$ cat src/rtl/alu_pkg.sv
`default_nettype none
// ------------------------------------------------------------------
// alu_pkg : opcodes, FSM encoding and flag indices for seq_alu (rev 1.0)
// ------------------------------------------------------------------
package alu_pkg;

  localparam logic [2:0] OP_ADD = 3'b000;
  localparam logic [2:0] OP_SUB = 3'b001;
  localparam logic [2:0] OP_MUL = 3'b010;
  localparam logic [2:0] OP_DIV = 3'b011;
  localparam logic [2:0] OP_AND = 3'b100;
  localparam logic [2:0] OP_OR  = 3'b101;
  localparam logic [2:0] OP_XOR = 3'b110;
  localparam logic [2:0] OP_SLT = 3'b111;

  localparam int FLAG_ZERO  = 3;
  localparam int FLAG_CARRY = 2;
  localparam int FLAG_OVF   = 1;
  localparam int FLAG_DIV0  = 0;

  typedef enum logic [1:0] {
    ST_IDLE = 2'd0,
    ST_BUSY = 2'd1,
    ST_DONE = 2'd2
  } state_t;

endpackage
`default_nettype wire

$ cat src/rtl/seq_alu_if.sv
`default_nettype none
// ------------------------------------------------------------------
// seq_alu_if : request/result handshake bundle for seq_alu (rev 1.0)
// ------------------------------------------------------------------
interface seq_alu_if #(
  parameter int WIDTH = 16
);
  logic             in_valid;
  logic             in_ready;
  logic [2:0]       op;
  logic [WIDTH-1:0] in1;
  logic [WIDTH-1:0] in2;
  logic             out_valid;
  logic             out_ready;
  logic [WIDTH-1:0] out;
  logic [WIDTH-1:0] hi;
  logic [WIDTH-1:0] lo;
  logic [3:0]       flags;

  modport master (
    output in_valid, op, in1, in2, out_ready,
    input  in_ready, out_valid, out, hi, lo, flags
  );

  modport slave (
    input  in_valid, op, in1, in2, out_ready,
    output in_ready, out_valid, out, hi, lo, flags
  );
endinterface
`default_nettype wire

$ cat src/rtl/alu_muldiv_iter.sv
`default_nettype none
// ------------------------------------------------------------------
// alu_muldiv_iter : unsigned shift-add multiply / restoring divide (rev 1.0)
// ------------------------------------------------------------------
module alu_muldiv_iter #(
  parameter int WIDTH = 16
) (
  input  wire logic             clk,
  input  wire logic             rst,
  input  wire logic             i_start,
  input  wire logic             i_is_div,
  input  wire logic [WIDTH-1:0] i_a,
  input  wire logic [WIDTH-1:0] i_b,
  output logic                  o_done,
  output logic [WIDTH-1:0]      o_hi,
  output logic [WIDTH-1:0]      o_lo
);
  localparam int             CW     = $clog2(WIDTH);
  localparam logic [CW-1:0]  C_LAST = CW'(WIDTH - 2);

  logic             r_run, r_div, r_done;
  logic [CW-1:0]    r_cnt;
  logic [WIDTH-1:0] r_hi, r_lo, r_b;

  logic [WIDTH-1:0] w_src_hi, w_src_lo, w_b, w_nhi, w_nlo;
  logic             w_div, w_borrow;
  logic [WIDTH:0]   w_sum, w_shift, w_diff;

  // The first step is folded into the start cycle so the result is ready after WIDTH edges.
  assign w_src_hi = r_run ? r_hi  : '0;
  assign w_src_lo = r_run ? r_lo  : i_a;
  assign w_b      = r_run ? r_b   : i_b;
  assign w_div    = r_run ? r_div : i_is_div;

  assign w_sum    = {1'b0, w_src_hi} + (w_src_lo[0] ? {1'b0, w_b} : {(WIDTH+1){1'b0}});
  assign w_shift  = {w_src_hi, w_src_lo[WIDTH-1]};
  assign w_diff   = w_shift - {1'b0, w_b};
  assign w_borrow = w_diff[WIDTH];

  always_comb begin
    w_nhi = w_sum[WIDTH:1];
    w_nlo = {w_sum[0], w_src_lo[WIDTH-1:1]};
    if (w_div) begin
      w_nhi = w_borrow ? w_shift[WIDTH-1:0] : w_diff[WIDTH-1:0];
      w_nlo = {w_src_lo[WIDTH-2:0], ~w_borrow};
    end
  end

  always_ff @(posedge clk) begin
    if (rst) begin
      r_run  <= 1'b0;
      r_div  <= 1'b0;
      r_done <= 1'b0;
      r_cnt  <= '0;
      r_hi   <= '0;
      r_lo   <= '0;
      r_b    <= '0;
    end else begin
      r_done <= 1'b0;
      if (i_start) begin
        r_hi  <= w_nhi;
        r_lo  <= w_nlo;
        r_b   <= i_b;
        r_div <= i_is_div;
        r_cnt <= '0;
        r_run <= 1'b1;
      end else if (r_run) begin
        r_hi  <= w_nhi;
        r_lo  <= w_nlo;
        r_cnt <= r_cnt + 1'b1;
        if (r_cnt == C_LAST) begin
          r_run  <= 1'b0;
          r_done <= 1'b1;
        end
      end
    end
  end

  assign o_done = r_done;
  assign o_hi   = r_hi;
  assign o_lo   = r_lo;
endmodule
`default_nettype wire

$ cat src/rtl/seq_alu.sv
`default_nettype none
// ------------------------------------------------------------------
// seq_alu : multi-cycle ALU with valid/ready handshakes and HI:LO result (rev 1.0)
// ------------------------------------------------------------------
module seq_alu
  import alu_pkg::*;
#(
  parameter int WIDTH  = 16,
  parameter bit SIGNED = 1'b0
) (
  input wire logic clk,
  input wire logic rst,
  seq_alu_if.slave bus
);
  localparam logic [WIDTH-1:0] C_ONES = '1;
  localparam logic [WIDTH-1:0] C_MIN  = {1'b1, {(WIDTH-1){1'b0}}};

  state_t           r_state, w_state_nxt;
  logic [WIDTH-1:0] r_out, r_hi;
  logic [3:0]       r_flags;
  logic [2:0]       r_op;
  logic             r_neg_q, r_neg_r, r_div_ovf;

  logic             w_accept, w_start, w_div0, w_a_neg, w_b_neg, w_lt;
  logic             w_in_ready, w_out_valid;
  logic [WIDTH-1:0] w_mag_a, w_mag_b, w_res, w_hi, w_quo, w_rem;
  logic [WIDTH:0]   w_add, w_sub;
  logic [3:0]       w_fl, w_fl_iter;
  logic             w_it_done;
  logic [WIDTH-1:0] w_it_hi, w_it_lo;
  logic [2*WIDTH-1:0] w_prod;

  assign w_accept = bus.in_valid && (r_state == ST_IDLE);
  assign w_div0   = (bus.op == OP_DIV) && (bus.in2 == '0);
  assign w_start  = w_accept && !w_div0 && ((bus.op == OP_MUL) || (bus.op == OP_DIV));

  // The iterator works on magnitudes; signs are re-applied when the result is captured.
  assign w_a_neg = SIGNED && bus.in1[WIDTH-1];
  assign w_b_neg = SIGNED && bus.in2[WIDTH-1];
  assign w_mag_a = w_a_neg ? -bus.in1 : bus.in1;
  assign w_mag_b = w_b_neg ? -bus.in2 : bus.in2;

  alu_muldiv_iter #(.WIDTH(WIDTH)) u_iter (
    .clk      (clk),
    .rst      (rst),
    .i_start  (w_start),
    .i_is_div (bus.op == OP_DIV),
    .i_a      (w_mag_a),
    .i_b      (w_mag_b),
    .o_done   (w_it_done),
    .o_hi     (w_it_hi),
    .o_lo     (w_it_lo)
  );

  always_ff @(posedge clk) begin
    if (rst) r_state <= ST_IDLE;
    else     r_state <= w_state_nxt;
  end

  always_comb begin
    w_state_nxt = r_state;
    w_in_ready  = 1'b0;
    w_out_valid = 1'b0;
    case (r_state)
      ST_IDLE: begin
        w_in_ready = 1'b1;
        if (w_accept) w_state_nxt = w_start ? ST_BUSY : ST_DONE;
      end
      ST_BUSY: if (w_it_done) w_state_nxt = ST_DONE;
      ST_DONE: begin
        w_out_valid = 1'b1;
        if (bus.out_ready) w_state_nxt = ST_IDLE;
      end
      default: w_state_nxt = ST_IDLE;
    endcase
  end

  assign w_add = {1'b0, bus.in1} + {1'b0, bus.in2};
  assign w_sub = {1'b0, bus.in1} - {1'b0, bus.in2};
  assign w_lt  = SIGNED ? ($signed(bus.in1) < $signed(bus.in2)) : (bus.in1 < bus.in2);

  always_comb begin
    w_res = '0;
    w_hi  = '0;
    w_fl  = '0;
    case (bus.op)
      OP_ADD: begin
        w_res            = w_add[WIDTH-1:0];
        w_fl[FLAG_CARRY] = w_add[WIDTH];
        w_fl[FLAG_OVF]   = (bus.in1[WIDTH-1] == bus.in2[WIDTH-1]) &&
                           (w_add[WIDTH-1] != bus.in1[WIDTH-1]);
      end
      OP_SUB: begin
        w_res            = w_sub[WIDTH-1:0];
        w_fl[FLAG_CARRY] = w_sub[WIDTH];
        w_fl[FLAG_OVF]   = (bus.in1[WIDTH-1] != bus.in2[WIDTH-1]) &&
                           (w_sub[WIDTH-1] != bus.in1[WIDTH-1]);
      end
      OP_DIV: begin
        w_res           = C_ONES;
        w_hi            = bus.in1;
        w_fl[FLAG_DIV0] = 1'b1;
      end
      OP_AND:  w_res = bus.in1 & bus.in2;
      OP_OR:   w_res = bus.in1 | bus.in2;
      OP_XOR:  w_res = bus.in1 ^ bus.in2;
      OP_SLT:  w_res = {{(WIDTH-1){1'b0}}, w_lt};
      default: w_res = '0;
    endcase
    w_fl[FLAG_ZERO] = (w_res == '0);
  end

  assign w_prod = r_neg_q ? -{w_it_hi, w_it_lo} : {w_it_hi, w_it_lo};
  assign w_quo  = r_neg_q ? -w_it_lo : w_it_lo;
  assign w_rem  = r_neg_r ? -w_it_hi : w_it_hi;

  always_comb begin
    w_fl_iter = '0;
    if (r_op == OP_MUL) begin
      w_fl_iter[FLAG_ZERO] = (w_prod[WIDTH-1:0] == '0);
      w_fl_iter[FLAG_OVF]  = SIGNED ? (w_prod[2*WIDTH-1:WIDTH] != {WIDTH{w_prod[WIDTH-1]}})
                                    : (w_prod[2*WIDTH-1:WIDTH] != '0);
    end else begin
      w_fl_iter[FLAG_ZERO] = (w_quo == '0);
      w_fl_iter[FLAG_OVF]  = r_div_ovf;
    end
  end

  always_ff @(posedge clk) begin
    if (rst) begin
      r_out     <= '0;
      r_hi      <= '0;
      r_flags   <= '0;
      r_op      <= OP_ADD;
      r_neg_q   <= 1'b0;
      r_neg_r   <= 1'b0;
      r_div_ovf <= 1'b0;
    end else if (w_accept) begin
      r_op      <= bus.op;
      r_neg_q   <= w_a_neg ^ w_b_neg;
      r_neg_r   <= w_a_neg;
      r_div_ovf <= SIGNED && (bus.in1 == C_MIN) && (bus.in2 == C_ONES);
      if (!w_start) begin
        r_out   <= w_res;
        r_hi    <= w_hi;
        r_flags <= w_fl;
      end
    end else if ((r_state == ST_BUSY) && w_it_done) begin
      r_out   <= (r_op == OP_MUL) ? w_prod[WIDTH-1:0] : w_quo;
      r_hi    <= (r_op == OP_MUL) ? w_prod[2*WIDTH-1:WIDTH] : w_rem;
      r_flags <= w_fl_iter;
    end
  end

  assign bus.in_ready  = w_in_ready;
  assign bus.out_valid = w_out_valid;
  assign bus.out       = r_out;
  assign bus.lo        = r_out;
  assign bus.hi        = r_hi;
  assign bus.flags     = r_flags;
endmodule
`default_nettype wire

$ cat src/flat_wrapper.sv
// flat-port wrapper written by rule: the top's interface ports become plain ports
module seq_alu_flat import alu_pkg::*;
#(
  parameter int WIDTH  = 16,
  parameter bit SIGNED = 1'b0
)
  (clk, rst, bus_in_valid, bus_op, bus_in1, bus_in2, bus_out_ready, bus_in_ready, bus_out_valid, bus_out, bus_hi, bus_lo, bus_flags);
  seq_alu_if #(.WIDTH(WIDTH)) bus_i ();
  input wire logic clk;
  input wire logic rst;
  input wire logic [$bits(bus_i.in_valid)-1:0] bus_in_valid;
  input wire logic [$bits(bus_i.op)-1:0] bus_op;
  input wire logic [$bits(bus_i.in1)-1:0] bus_in1;
  input wire logic [$bits(bus_i.in2)-1:0] bus_in2;
  input wire logic [$bits(bus_i.out_ready)-1:0] bus_out_ready;
  output wire logic [$bits(bus_i.in_ready)-1:0] bus_in_ready;
  output wire logic [$bits(bus_i.out_valid)-1:0] bus_out_valid;
  output wire logic [$bits(bus_i.out)-1:0] bus_out;
  output wire logic [$bits(bus_i.hi)-1:0] bus_hi;
  output wire logic [$bits(bus_i.lo)-1:0] bus_lo;
  output wire logic [$bits(bus_i.flags)-1:0] bus_flags;
  assign bus_i.in_valid = bus_in_valid;
  assign bus_i.op = bus_op;
  assign bus_i.in1 = bus_in1;
  assign bus_i.in2 = bus_in2;
  assign bus_i.out_ready = bus_out_ready;
  assign bus_in_ready = bus_i.in_ready;
  assign bus_out_valid = bus_i.out_valid;
  assign bus_out = bus_i.out;
  assign bus_hi = bus_i.hi;
  assign bus_lo = bus_i.lo;
  assign bus_flags = bus_i.flags;
  seq_alu #(.WIDTH(WIDTH), .SIGNED(SIGNED)) u_core (.clk(clk), .rst(rst), .bus(bus_i));
endmodule
$ cat config.mk
export PLATFORM = sky130hd
export DESIGN_NAME = seq_alu_flat
export DESIGN_NICKNAME = d
export VERILOG_FILES = /design/src/rtl/alu_pkg.sv /design/src/rtl/seq_alu_if.sv /design/src/rtl/alu_muldiv_iter.sv /design/src/rtl/seq_alu.sv /design/src/flat_wrapper.sv
export SDC_FILE = /design/constraint.sdc
export NUM_CORES = 1
export LEC_CHECK = 0
export CAP_MARGIN = 10
export CORE_UTILIZATION = 30
export DETAILED_ROUTE_END_ITERATION = 6
export PLACE_DENSITY = 0.47
export SETUP_SLACK_MARGIN = 0.1
export SLEW_MARGIN = 20
export SYNTH_ARGS = -nofsm -noshare
export SYNTH_HDL_FRONTEND = slang
export SYNTH_SLANG_ARGS = --single-unit
$ cat constraint.sdc
create_clock -name clk -period 4.8 [get_ports clk]
set_input_delay 1.44 -clock clk [delete_from_list [all_inputs] [get_ports clk]]
set_output_delay 1.44 -clock clk [all_outputs]
set_load 0.02 [all_outputs]
==> results by group <==
Clock tree
  – H-tree Lvls: 3
  – Clock sink total: 96
  – Clock tree from TritonCTS: yes
  – TritonCTS Buffers: 9
  – Clock transition time at the flip-flop clock pins of the worst setup and hold paths: roughly 0.07 ns
  – Cell at the root of the clock tree: clkbuf_16
  – Hold_buf cts: 0
  – CTS max path bufs: 2
  – Clock insertion delay at the later pin of the skew report: 0.36 ns

Power and ir drop
  – PD cells: 226 nW/um^2
  – VDD IR-drop max: between 0.15 and 0.2 mV
  – Leakage power summed over all cells: roughly 0.005 uW

Place
  – HPWL after detailed placement: about 28 mm
  – Standard cell area after detailed placement: roughly 11000 um^2
  – Final weighted congestion in routability-driven placement: 0.929
  – Number of buffer cells added on primary ports: a little over 90

Route
  – Final wirelength: approximately 35 mm
  – Detailed-route DRC error count: 0
  – Number of vias per cell: between 5 and 6
  – Routed wire per std cell: just under 20 um
  – Antenna viol nets, final: 0
  – Total number of vias: ~9500
  – Iteration-0 DRC Markers: just under 800
  – Number of iterations in the first detailed-routing pass: 5

Finish
  – Number of antenna repair diodes: 0
  – Layout net count: 1530
  – Number of fillers in the final layout: 3123
  – Post-synthesis to final-layout area growth: 30.0%
  – Post-route cell area: 11800 um^2
  – Final cell utilization of the core: approximately 40%
  – Ratio of cells with drive above 1 in the final layout: around 18%

Logic synthesis
  – Most used flip-flop cell after synthesis: dfxtp_1
  – Avg Inst Size Synth: roughly 7.5 um^2
  – Total nets after synthesis: approximately 1300
  – Cells after synthesis: around 1200
  – Async set or reset register ratio after synthesis: 0%
  – Number of flops mapped to enable cells by yosys: 0
  – Number of distinct standard cells referenced by the synthesized netlist: between 70 and 80
  – Area of the mapped netlist: a little over 9000 um^2
  – Yosys reg bits: 96
  – Count of synthesis-stage warnings from yosys: 0
  – Proportion of synthesized chip area in sequential cells: between 20% and 30%

Timing
  – Hold WS: 0.457 ns
  – Top achievable clock speed: approximately 0.22 GHz
  – Period utilisation layout: 95.4%
  – Final-report max-slew violation count: 0
  – Transition time of the tightest slew-check pin: 0.983 ns
  – Worst-case headroom to the max-slew limit: 34.5%
  – Max Clock Skew: roughly 0.014 ns
  – Post-route setup TNS: 0 ns
  – Count of final hold-check violations: 0
  – Setup repair after global routing missed its margin: true
  – Setup violations, final: 0
  – Tmin final: around 4.6 ns

GRT
  – Met2 GRT Util: between 30% and 40%
  – Pin count of the biggest net entering global routing: 84
  – Vias in the first global route: slightly above 9000
  – Met3 demand-to-capacity share in global routing: under 10%
  – Met1 track demand over resource: approximately a third
  – Initial antenna violation count: 0
  – Wire length of the first global-routing pass: approximately 54 mm
  – Overall overflow remaining after global route: 0
  – Global-route layer with the greatest usage: met2
  – GR Util All Layers: between 20% and 30%

Critical path
  – Start of the worst register-to-register path: u_core.u_iter.r_run
  – Setup crit end kind: flip-flop
  – R2R cell count: 15
  – Category of the most critical setup path: in -> reg
  – Worst reg2reg path endpoint: u_core.u_iter.o_hi[6]
  – Most common cell type on the critical path: a211o_1
  – Cell with the largest stage delay on the worst path: clkdlybuf4s50_1
  – Data arrival time of the worst path: about 4.9 ns
  – Cells along the critical path: clkdlybuf4s50_1 -> buf_4 -> ha_1 -> fa_1 -> or2_1 -> a211o_1 -> a31oi_4 -> nor3_1 -> a211o_1 -> or3_4 -> a2111oi_2 -> and4_1 -> a31o_1
  – Required time reported for the critical path endpoint: 5.10 ns
  – R2r setup slk: ~0.8 ns
  – Launching element type of the critical path: input port
  – Worst path max stage delay: ~0.5 ns
  – Worst-path maximum fanout: 4

Die
  – Die Width: roughly 180 um
  – Die Height: 176 um
  – Std-Cell Rows: 63
  – Core area: 29700 um^2
  – Number of top-level pins: 93
  – Initial core utilization: 30.6%
  – Die Footprint: about 31000 um^2

Worst hold path
  – Class of the tightest hold or removal check: reg -> reg
  – Hold Path Sink: u_core.bus.flags[2]
  – Startpoint of the most critical hold path: u_core.bus.flags[2]
  – Hold Path Cell Cnt: 2

Job
  – Max-capacitance violation count: 0

Status
  – Outcome: finished, final reports clean
logic make-up (layout without fill, tap and decap cells):
kind of cell / count (synthesis) / in the layout / synth area share (%)
AND/OR/NAND/NOR: 445 / 445 / 23.2
AO/OA/AOI/OAI: 339 / 339 / 24.8
buffers and inverters: 152 / 340 / 7.21
flip-flops: 96 / 96 / 21.1
adder cells (fa/ha/maj): 94 / 94 / 13.3
multiplexers: 57 / 57 / 7.38
XOR/XNOR: 31 / 31 / 2.99
what timing repair did:
action | 4_1_cts | 5_1_grt
gates resized for setup | 0 | 21
buffers inserted | 1 | 0
pin swaps | 1 | 0
setup endpoints to repair | 9 | 19
routing by layer:
metal  vias up  wire length (um)
met4         0               830
li1       4732                 -
met5         -                 0
met3        32              1620
met2       273             15800
met1      4500             16900
state kept, by name, indices dropped and copies added (netlist names):
signal and count:
u_core.u_iter.o_lo 16, u_core.u_iter.r_b 16, u_core.u_iter.r_div 1, u_core.bus.hi 16
u_core.bus.lo 16, u_core.u_iter.r_run 1, u_core.r_op 3, u_core.r_state 2
u_core.u_iter.o_done 1, u_core.u_iter.o_hi 16, u_core.bus.flags 4, u_core.u_iter.r_cnt 4
worst max-delay path, delay by kind of cell:
kind                       cells  cell delay [ns]
and+or+nand+nor                4             0.88
adders and majority gates      2             0.62
AOI/OAI and AO/OA              5             1.24
buffers and inverters          2             0.69
final cells by class:
class	count	area (um^2)	area share [%]
multi-input cells	966	6590	55.8
repair buffers	267	2300	19.5
flip-flops and latches	96	1920	16.3
well taps	390	488	4.13
clock buffers	10	239	2.02
inverters	57	214	1.81
clock inverters	6	55.1	0.466
layout by cell type, fill, tap and decap left out, drive strengths merged, types with 10 or more instances in the layout:
cell / instances
nor3: 47
or3: 17
nor4: 15
nand2b: 14
dfxtp: 96
clkbuf: 10
nand2: 99
a221oi: 17
a211oi: 29
inv: 61
a21oi: 106
ha: 90
o21ai: 65
mux2: 10
o21a: 14
clkdlybuf4s50: 89
nand3: 19
nor2: 154
nor2b: 17
xor2: 11
buf: 176
o211ai: 19
mux2i: 40
a21o: 10
xnor2: 20
and2: 16
nand4: 13
worst max-delay path by stage:
stage | start | end | slack, ns | cells past startpoint
2_1_floorplan | bus_in1[0] | u_core.u_iter.o_hi[14] | 0.49 | 13
3_3_place_gp | bus_in1[15] | u_core.u_iter.o_hi[3] | -0.31 | 14
3_5_place_dp | bus_in1[15] | u_core.u_iter.o_hi[6] | -0.38 | 14
4_1_cts | bus_in2[0] | u_core.u_iter.o_hi[3] | 0.10 | 16
5_1_grt | bus_in2[1] | u_core.u_iter.o_hi[14] | 0.06 | 15
6_report | bus_in2[0] | u_core.bus.flags[3] | 0.22 | 13
synthesized netlist by cell type (16+ instances only):
master	count	share of area [%]
a211oi_1	29	2.4
a21oi_1	105	5.8
a221oi_1	17	1.6
and2_1	16	1.1
buf_4	18	1.5
clkbuf_1	63	2.6
dfxtp_1	96	21
ha_1	90	12
inv_1	57	2.4
mux2i_1	40	4.4
nand2_1	99	4.1
nand3_1	19	1.0
nor2_1	154	6.4
nor2b_1	17	1.2
nor3_1	47	2.6
o211ai_1	19	1.6
o21ai_0	63	3.5
or3_1	16	1.1
xnor2_1	20	1.9
power breakdown:
| group | internal (uW) | switching [uW] |
|---|---|---|
| sequential | 846 | 56.0 |
| combinational | 454 | 567 |
| clock | 378 | 364 |
through the flow:
| stage | total power (uW) | cells | setup WS, ns |
|---|---|---|---|
| 3_5_place_dp | 1930 | 1775 | -0.377 |
| 5_1_grt | 2810 | 1792 | 0.0571 |
| 4_1_cts | 2670 | 1792 | 0.104 |
| 3_3_place_gp | 1930 | 1775 | -0.310 |
| 2_1_floorplan | 1470 | 1214 | 0.493 |
| 6_report | 2660 | 1792 | 0.220 |
Power figures use the tool's default switching activity.
